`config.mk`:
```
export PLATFORM = sky130hd
export DESIGN_NAME = adder_share_arbiter
export DESIGN_NICKNAME = d
export VERILOG_FILES = /design/src/rtl/adder_share_arbiter.sv
export SDC_FILE = /design/constraint.sdc
export NUM_CORES = 1
export LEC_CHECK = 0
export ABC_AREA = 0
export CELL_PAD_IN_SITES_DETAIL_PLACEMENT = 0
export CELL_PAD_IN_SITES_GLOBAL_PLACEMENT = 1
export CORE_UTILIZATION = 32
export DETAILED_ROUTE_END_ITERATION = 12
export PLACE_DENSITY_LB_ADDON = 0.12
export REMOVE_ABC_BUFFERS = 1
export SETUP_SLACK_MARGIN = 0.5
export SYNTH_ARGS = -nofsm -noshare
export SYNTH_HDL_FRONTEND = slang
export SYNTH_SLANG_ARGS = --single-unit
```
`constraint.sdc`:
```
create_clock -name clk -period 5.15 [get_ports clk]
set_input_delay 1.2875 -clock clk [delete_from_list [all_inputs] [get_ports clk]]
set_output_delay 1.2875 -clock clk [all_outputs]
set_load 0.05 [all_outputs]
```
`src/rtl/adder_share_arbiter.sv`:
```
// rtl/adder_share_arbiter.sv - round-robin sharing of one recursive-doubling adder among NREQ requesters
//
// Ports:
//   clk, rst              single rising-edge clock, synchronous active-high reset
//   req_valid[NREQ]       per-requester request valid
//   req_a/req_b           packed operands, requester i at [i*WIDTH +: WIDTH]
//   req_ready[NREQ]       one-hot combinational grant, only in IDLE
//   resp_valid/resp_ready result handshake
//   resp_id               requester index of the presented result
//   resp_sum/resp_cout    registered {cout,sum} = a + b
//   busy                  high while an operation is settling or being presented

// Recursive-doubling (Kogge-Stone) adder core, no carry-in. Purely combinational;
// the parent samples it as a multicycle path.
module rd_adder_core #(
    parameter int WIDTH = 32
) (
    input  logic [WIDTH-1:0] a,
    input  logic [WIDTH-1:0] b,
    output logic [WIDTH-1:0] sum,
    output logic             cout
);
    localparam int LEVELS = $clog2(WIDTH);

    logic [WIDTH-1:0] p0;
    logic [WIDTH-1:0] g_cur;
    logic [WIDTH-1:0] p_cur;
    logic [WIDTH-1:0] g_nxt;
    logic [WIDTH-1:0] p_nxt;

    always_comb begin
        p0    = a ^ b;
        g_cur = a & b;
        p_cur = a ^ b;
        g_nxt = '0;
        p_nxt = '0;
        // Each level doubles the span of the group generate/propagate terms.
        for (int k = 0; k < LEVELS; k++) begin
            g_nxt = g_cur;
            p_nxt = p_cur;
            for (int i = 0; i < WIDTH; i++) begin
                if (i >= (1 << k)) begin
                    g_nxt[i] = g_cur[i] | (p_cur[i] & g_cur[i - (1 << k)]);
                    p_nxt[i] = p_cur[i] & p_cur[i - (1 << k)];
                end
            end
            g_cur = g_nxt;
            p_cur = p_nxt;
        end
        // After the last level g_cur[i] is the carry out of bit i.
        sum  = p0 ^ {g_cur[WIDTH-2:0], 1'b0};
        cout = g_cur[WIDTH-1];
    end
endmodule

module adder_share_arbiter #(
    parameter int NREQ       = 4,
    parameter int WIDTH      = 32,
    parameter int ADD_CYCLES = 2
) (
    input  logic                     clk,
    input  logic                     rst,
    input  logic [NREQ-1:0]          req_valid,
    input  logic [NREQ*WIDTH-1:0]    req_a,
    input  logic [NREQ*WIDTH-1:0]    req_b,
    output logic [NREQ-1:0]          req_ready,
    output logic                     resp_valid,
    input  logic                     resp_ready,
    output logic [$clog2(NREQ)-1:0]  resp_id,
    output logic [WIDTH-1:0]         resp_sum,
    output logic                     resp_cout,
    output logic                     busy
);
    localparam int IDW = $clog2(NREQ);
    localparam int CW  = (ADD_CYCLES > 1) ? $clog2(ADD_CYCLES) : 1;

    typedef enum logic [1:0] {
        ST_IDLE   = 2'd0,
        ST_SETTLE = 2'd1,
        ST_RESP   = 2'd2
    } state_t;

    state_t           state_q,      state_d;
    logic [CW-1:0]    cnt_q,        cnt_d;
    logic [WIDTH-1:0] op_a_q,       op_a_d;
    logic [WIDTH-1:0] op_b_q,       op_b_d;
    logic [IDW-1:0]   last_grant_q, last_grant_d;
    logic [IDW-1:0]   resp_id_q,    resp_id_d;
    logic [WIDTH-1:0] resp_sum_q,   resp_sum_d;
    logic             resp_cout_q,  resp_cout_d;
    logic             resp_valid_q, resp_valid_d;

    logic [WIDTH-1:0] core_sum;
    logic             core_cout;

    logic             grant_found;
    logic [IDW-1:0]   grant_idx;
    int               scan_idx;

    // Core inputs come only from op_a_q/op_b_q, which are written solely on
    // the accept edge, so they are stable throughout SETTLE and RESP.
    rd_adder_core #(.WIDTH(WIDTH)) u_core (
        .a    (op_a_q),
        .b    (op_b_q),
        .sum  (core_sum),
        .cout (core_cout)
    );

    // Round-robin pick: first valid requester after last_grant, wrapping at NREQ.
    always_comb begin
        grant_found = 1'b0;
        grant_idx   = '0;
        scan_idx    = 0;
        for (int off = 1; off <= NREQ; off++) begin
            scan_idx = (int'(last_grant_q) + off) % NREQ;
            if (!grant_found && req_valid[scan_idx[IDW-1:0]]) begin
                grant_found = 1'b1;
                grant_idx   = scan_idx[IDW-1:0];
            end
        end
    end

    always_comb begin
        req_ready = '0;
        if (state_q == ST_IDLE && grant_found) begin
            req_ready[grant_idx] = 1'b1;
        end
    end

    always_comb begin
        state_d      = state_q;
        cnt_d        = cnt_q;
        op_a_d       = op_a_q;
        op_b_d       = op_b_q;
        last_grant_d = last_grant_q;
        resp_id_d    = resp_id_q;
        resp_sum_d   = resp_sum_q;
        resp_cout_d  = resp_cout_q;
        resp_valid_d = resp_valid_q;
        case (state_q)
            ST_IDLE: begin
                if (grant_found) begin
                    op_a_d       = req_a[int'(grant_idx)*WIDTH +: WIDTH];
                    op_b_d       = req_b[int'(grant_idx)*WIDTH +: WIDTH];
                    resp_id_d    = grant_idx;
                    last_grant_d = grant_idx;
                    cnt_d        = CW'(ADD_CYCLES - 1);
                    state_d      = ST_SETTLE;
                end
            end
            ST_SETTLE: begin
                if (cnt_q != '0) begin
                    cnt_d = cnt_q - 1'b1;
                end else begin
                    resp_sum_d   = core_sum;
                    resp_cout_d  = core_cout;
                    resp_valid_d = 1'b1;
                    state_d      = ST_RESP;
                end
            end
            ST_RESP: begin
                if (resp_ready) begin
                    resp_valid_d = 1'b0;
                    state_d      = ST_IDLE;
                end
            end
            default: begin
                state_d = ST_IDLE;
            end
        endcase
    end

    always_ff @(posedge clk) begin
        if (rst) begin
            state_q      <= ST_IDLE;
            cnt_q        <= '0;
            op_a_q       <= '0;
            op_b_q       <= '0;
            last_grant_q <= IDW'(NREQ - 1);
            resp_id_q    <= '0;
            resp_sum_q   <= '0;
            resp_cout_q  <= 1'b0;
            resp_valid_q <= 1'b0;
        end else begin
            state_q      <= state_d;
            cnt_q        <= cnt_d;
            op_a_q       <= op_a_d;
            op_b_q       <= op_b_d;
            last_grant_q <= last_grant_d;
            resp_id_q    <= resp_id_d;
            resp_sum_q   <= resp_sum_d;
            resp_cout_q  <= resp_cout_d;
            resp_valid_q <= resp_valid_d;
        end
    end

    assign resp_valid = resp_valid_q;
    assign resp_id    = resp_id_q;
    assign resp_sum   = resp_sum_q;
    assign resp_cout  = resp_cout_q;
    assign busy       = (state_q != ST_IDLE);
endmodule

```
== Word level (Yosys, flattened, before mapping) ==
Cells that the tools add are included.

* Word-level logic and storage cells: 433
* Input port bits: 263
* Register bits: 105

* Mux-type cells: 29
* Equality and inequality tests: 5
* Bitwise operators: 360
* Add/subtract/negate cells: 5
* Shifts and indexed selects: 2
* Order comparisons: 6
* Reductions and logical operators: 17

{| class="wikitable"
|+ Operators with widths
! cell !! count
|-
| 128-bit by 8-bit variable part select with 32-bit output || 2
|-
| 1-bit bitwise AND || 227
|-
| 1-bit OR || 129
|-
| 32-bit bitwise XOR || 2
|-
| 32-bit bitwise AND || 1
|-
| 2-bit by 3-bit < comparator with 1-bit output, second input constant || 5
|-
| 2-bit two-way mux || 7
|-
| 1-bit two-way mux || 13
|-
| 1-bit binary-select mux with 2-bit select || 4
|-
| 2-bit != test, second input constant || 3
|-
| 2-bit case mux with 3 select lines || 1
|-
| 2-bit AND reduction || 3
|-
| 3-bit AND reduction || 2
|-
| 2-bit nonzero test || 3
|-
| 1-bit logical AND || 5
|-
| 2-bit by 1-bit adder with 2-bit output, second input constant || 2
|-
| 2-bit adder, second input constant || 2
|-
| 4-bit two-way mux || 1
|-
| 1-bit case mux with 2 select lines || 2
|-
| 1-bit zero test || 3
|-
| 1-bit demux with 2-bit select || 1
|-
| 2-bit by 1-bit equality test with 1-bit output, second input constant || 1
|-
| 2-bit equality test, second input constant || 1
|-
| 2-bit by 1-bit greater-or-equal comparator with 1-bit output, second input constant || 1
|-
| 3 further kinds || 3
|}

== Longest topological paths before layout ==
* Word-level depth: 18
* Mapped depth: 10

== By module ==
A second synthesis with hierarchy kept.

* Cell total of the unflattened synthesis: 912
* Area, all modules: 7,449.6 um^2

{| class="wikitable"
|+ Modules (own cells, without submodules)
! module !! cells each !! area each (um^2) !! sequential area each (um^2) !! times used
|-
| adder_share_arbiter || 638 || 5,555.3 || 2,102.0 || 1
|-
| rd_adder_core || 274 || 1,894.3 || 0.0 || 1
|}

== Worst setup path after synthesis ==
No wires, ideal clock.

* Path type: input to output
* From: input port req_valid[1]
* To: output port req_ready[1]
* Arrival: 3.227 ns
* Stages on the path: 7
* Slack: 0.635 ns
* Buffers on the path: 3
* Cell sequence: nand2b_1 o22a_1 o21a_1 clkbuf_1 clkbuf_1 clkbuf_1 nor3_1

* Cells in the longest elaborated chain, start to end: 17
* Elaborated cells on any way between the ends: 29

{| class="wikitable"
|+ Ends and longest elaborated chain
! item !! RTL line !! RTL
|-
| from (decl) || 63 || <nowiki>input logic [NREQ-1:0] req_valid,</nowiki>
|-
| 1-bit binary-select mux with 2-bit select || 116 || <nowiki>if (!grant_found && req_valid[scan_idx[IDW-1:0]]) begin</nowiki>
|-
| 1-bit two-way mux (not written as such) || 116 ||
|-
| 1-bit two-way mux || 116 ||
|-
| 1-bit zero test || 116 ||
|-
| 1-bit logical AND || 116 ||
|-
| 1-bit two-way mux || 116 ||
|-
| 1-bit zero test || 116 ||
|-
| 1-bit logical AND || 116 ||
|-
| 1-bit two-way mux || 116 ||
|-
| 1-bit zero test || 116 ||
|-
| 1-bit logical AND || 116 ||
|-
| 2-bit two-way mux || 116 ||
|-
| 2-bit by 3-bit < comparator with 1-bit output (not written as such) or 2-bit by 1-bit greater-or-equal comparator with 1-bit output (tied branches) || 126 || <nowiki>req_ready[grant_idx] = 1'b1;</nowiki>
|-
| 1-bit logical AND (not written as such) || 126 ||
|-
| 1-bit two-way mux (not written as such) || 126 ||
|-
| 1-bit demux with 2-bit select || 126 ||
|-
| 4-bit two-way mux (*) || 125 || <nowiki>if (state_q == ST_IDLE && grant_found) begin</nowiki>
|-
| to (decl) || 66 || <nowiki>output logic [NREQ-1:0] req_ready,</nowiki>
|}

Mark *: on every way between the ends. The rest lies on a longest branch, timed or not. The select of a mux whose other input is x is not followed.

== Final worst setup path ==
* From: input port req_valid[3]
* To: output port req_ready[0]

The elaborated chain is that of the path after synthesis.

==> flow_metrics.env <==
export IMPL_ir_worst_vdd_mv=0.158
export IMPL_drc=0
export IMPL_muxShareOfSynthArea_pct=0.406
export IMPL_root_buffer="clkbuf_16"
export IMPL_cts_num_sinks=105
export IMPL_cp_data_required_time_ps=3860
export IMPL_drive_above_1_share_pct=3.23
export IMPL_place_port_buffers=303
export IMPL_finalNonFillerCells=1679
export IMPL_syn_to_final_growth_pct=47.2
export IMPL_final_max_slew_violation_count=0
export IMPL_async_flop_share_pct=0
export IMPL_p_sw_share_pct=40.6
export IMPL_synth_xor_area_share_pct=2.73
export IMPL_die_x_um=154
export IMPL_critPathSlowestCell="clkdlybuf4s50_1"
export IMPL_finalHoldViolCount=0
export IMPL_synth_compound_area_share_pct=24.1
export IMPL_cp_cell_sequence="clkdlybuf4s50_1, nor2b_1, o21a_1, nor3_4, and3_1, buf_12"
export IMPL_critPathMaxStageDelay_ps=470
export IMPL_ant_nets=0
export IMPL_fin_area_um2=10900
export IMPL_synth_edf_count=0
export IMPL_worst_path_buf_inv=2
export IMPL_worstPathMaxFanout=6
export IMPL_coreArea_um2=22600
export IMPL_antenna_found_initial=0
export IMPL_finalCritPeriodShare_pct=85.2
export IMPL_critPathTopFamily="simple AND/OR/NAND/NOR gates"
export IMPL_syn_area_per_cell_um2=6.42
export IMPL_layout_nets=1686
export IMPL_relSlewSlack_pct=40.6
export IMPL_cts_setup_buffers=0
export IMPL_power_internal_w=0.00193
export IMPL_gp_congestion=0.830
export IMPL_syn_area_um2=7390
export IMPL_start_util_pct=32.6
export IMPL_synth_adder_area_share_pct=5.69
export IMPL_yosys_register_bits=105
export IMPL_max_freq_mhz=228
export IMPL_switchingPower_w=0.00132
export IMPL_status="completed"
export IMPL_cts_resized=0
export IMPL_yosysSeqAreaShare_pct=28.5
export IMPL_antenna_cells=0
export IMPL_fin_worst_skew_ps=6.24
export IMPL_p_leak_nw=4.45
export IMPL_io_pins=304
export IMPL_yosys_area_share_simple_pct=33.6
export IMPL_drt_iter0_markers=549
export IMPL_ys_flop_type="dfxtp_1"
export IMPL_rsz0062_at_grt="no"
export IMPL_arrival_ps=3100
export IMPL_synth_top_family_by_area="simple AND/OR/NAND/NOR gates"
export IMPL_synthCells=1150
export IMPL_grt_max_degree=129
export IMPL_cts_max_level=3
export IMPL_hp_class="register to register"
export IMPL_critPathKind="input port to output pin"
export IMPL_dp_hpwl_mm=17.9
export IMPL_fill_cells=2345
export IMPL_max_cap_violations=0
export IMPL_wl_per_cell_um=14.4
export IMPL_grt_use_total_pct=20.4
export IMPL_setup_violations=0
export IMPL_utilization_pct=48.1
export IMPL_dpl_cell_count=1664
export IMPL_grt_pass1_wl_mm=39.9
export IMPL_power_density_nw_per_um2=298
export IMPL_start_kind="input port"
export IMPL_cts_clk_slew_worst_paths_ps=60
export IMPL_dieArea_um2=23700
export IMPL_end_kind="output pin"
export IMPL_finalPower_w=0.00325
export IMPL_tightest_slew_ps=889
export IMPL_detail_route_wirelength_mm=24.2
export IMPL_synth_warnings=0
export IMPL_cts_buffer_depth=2
export IMPL_cts_tree="built"
export IMPL_synth_cell_types=55
export IMPL_die_h_um=154
export IMPL_pwr_share_seq_pct=31.4
export IMPL_gr_total_overflow=0
export IMPL_postCtsHoldBufs=0
export IMPL_min_period_ps=4390
export IMPL_vias=8424
export IMPL_drt_vias_per_instance=5.02
export IMPL_numCtsBuffers=9
export IMPL_placedInstanceArea_um2=10600
export IMPL_worstSkewPairLatency_ps=350
export IMPL_drt_pre_antenna_iters=5
export IMPL_grt_pass1_vias=7998
export IMPL_comb_power_share_pct=48.8
export IMPL_rows=55
export IMPL_power_share_clock_pct=19.8
-- logic make-up after synthesis --
| logic type | after synthesis |
|---|---|
| XOR/XNOR | 23 |
| multiplexers | 3 |
| flip-flops | 105 |
| adder cells (fa/ha/maj) | 33 |
| buffers and inverters | 95 |
| AO/OA/AOI/OAI | 287 |
| AND/OR/NAND/NOR | 604 |
-- metrics by stage --
stage                     hold WS (ps)  setup TNS, ps  setup WS [ps]
final                              451              0            764
after global routing               478              0            675
after CTS                          454              0            759
after detailed placement           444              0            783
after global placement             437              0            772
after floorplan                    434        -242140          -5140
-- routing by layer --
metal  vias up  GRT usage (%)  wire [um]
met4         0           3.29        166
met3        13           3.72       1250
met2       202           34.0      11000
li1       4432              -          -
met5         -              0          0
met1      3777           27.8      11700
-- cell type report --
type / count / area [um2] / share of cell area, %
Sequential cell: 105 / 2100 / 19.3
Clock buffer: 10 / 239 / 2.20
Timing Repair Buffer: 315 / 3160 / 29.1
Tap cell: 285 / 357 / 3.28
Multi-Input combinational cell: 950 / 4950 / 45.5
Inverter: 9 / 33.8 / 0.311
Clock inverter: 5 / 32.5 / 0.299
-- layout by cell type (no fill, tap or decap), types with 4 or more instances in the layout --
cell type	netlist	final
o21a_1	12	11
buf_4	0	13
nor3_1	10	9
or3_1	4	4
xnor2_1	15	15
inv_1	9	9
xor2_1	8	8
clkbuf_16	0	9
nand2_1	453	453
nand3_1	77	77
clkdlybuf4s50_1	0	298
ha_1	32	32
nor2_1	28	27
a31oi_1	6	6
a21oi_1	124	124
dfxtp_1	105	105
o21ai_0	35	34
nand4_1	6	6
buf_12	0	4
and3_1	6	6
o211ai_1	69	69
a21o_1	6	6
a211oi_1	7	7
-- state kept, by name (all words and copies together) (netlist names) --
register,cells
cnt_q,1
op_b_q,32
state_q,2
resp_cout,1
op_a_q,32
resp_sum,32
resp_id,2
last_grant_q,2
resp_valid,1
-- cells in the mapped netlist, types with 4 or more instances --
| cell | instances | area share, % |
|---|---|---|
| buf_2 | 4 | 0.27 |
| xnor2_1 | 15 | 1.8 |
| o21ai_0 | 35 | 2.4 |
| or3_1 | 4 | 0.34 |
| inv_1 | 9 | 0.46 |
| and3_1 | 6 | 0.51 |
| a211oi_1 | 7 | 0.71 |
| a21oi_1 | 124 | 8.4 |
| nor2_1 | 28 | 1.4 |
| nand4_1 | 6 | 0.51 |
| nor3_1 | 10 | 0.68 |
| xor2_1 | 8 | 0.95 |
| nand3_1 | 77 | 5.2 |
| clkbuf_1 | 74 | 3.8 |
| ha_1 | 32 | 5.4 |
| a31oi_1 | 6 | 0.51 |
| o211ai_1 | 69 | 7.0 |
| a21o_1 | 6 | 0.61 |
| nand2_1 | 453 | 23 |
| buf_1 | 7 | 0.36 |
| o21a_1 | 12 | 1.2 |
| dfxtp_1 | 105 | 28 |
-- power by group through the flow --
stage / sequential, W / clock, W / combinational (W)
2_1_floorplan: 0.00114 / 0 / 0.000958
3_5_place_dp: 0.00104 / 0 / 0.00160
4_1_cts: 0.00102 / 0.000667 / 0.00161
5_1_grt: 0.00103 / 0.000699 / 0.00177
3_3_place_gp: 0.00104 / 0 / 0.00159
6_report: 0.00102 / 0.000642 / 0.00158
-- worst reg2reg max path, cell delays in order (launching register included) --
cell	delay [ps]
dfxtp_1	310
ha_1	220
fa_1	440
a211oi_1	290
nor3_1	160
o32ai_1	720
nor3_1	180
o31ai_1	490
xor2_1	190
o21ai_0	80
-- final timing paths --
kind,startpoint,end,slack [ps],depth (start not counted)
worst max register to register,op_a_q[0],resp_sum[28],1930,9
worst min-delay path,resp_sum[6],resp_sum[6],450,2
worst max-delay path,req_valid[3],req_ready[0],760,6
worst min register to register,resp_sum[6],resp_sum[6],450,2
Note: power is estimated with default switching activity, not from simulation.
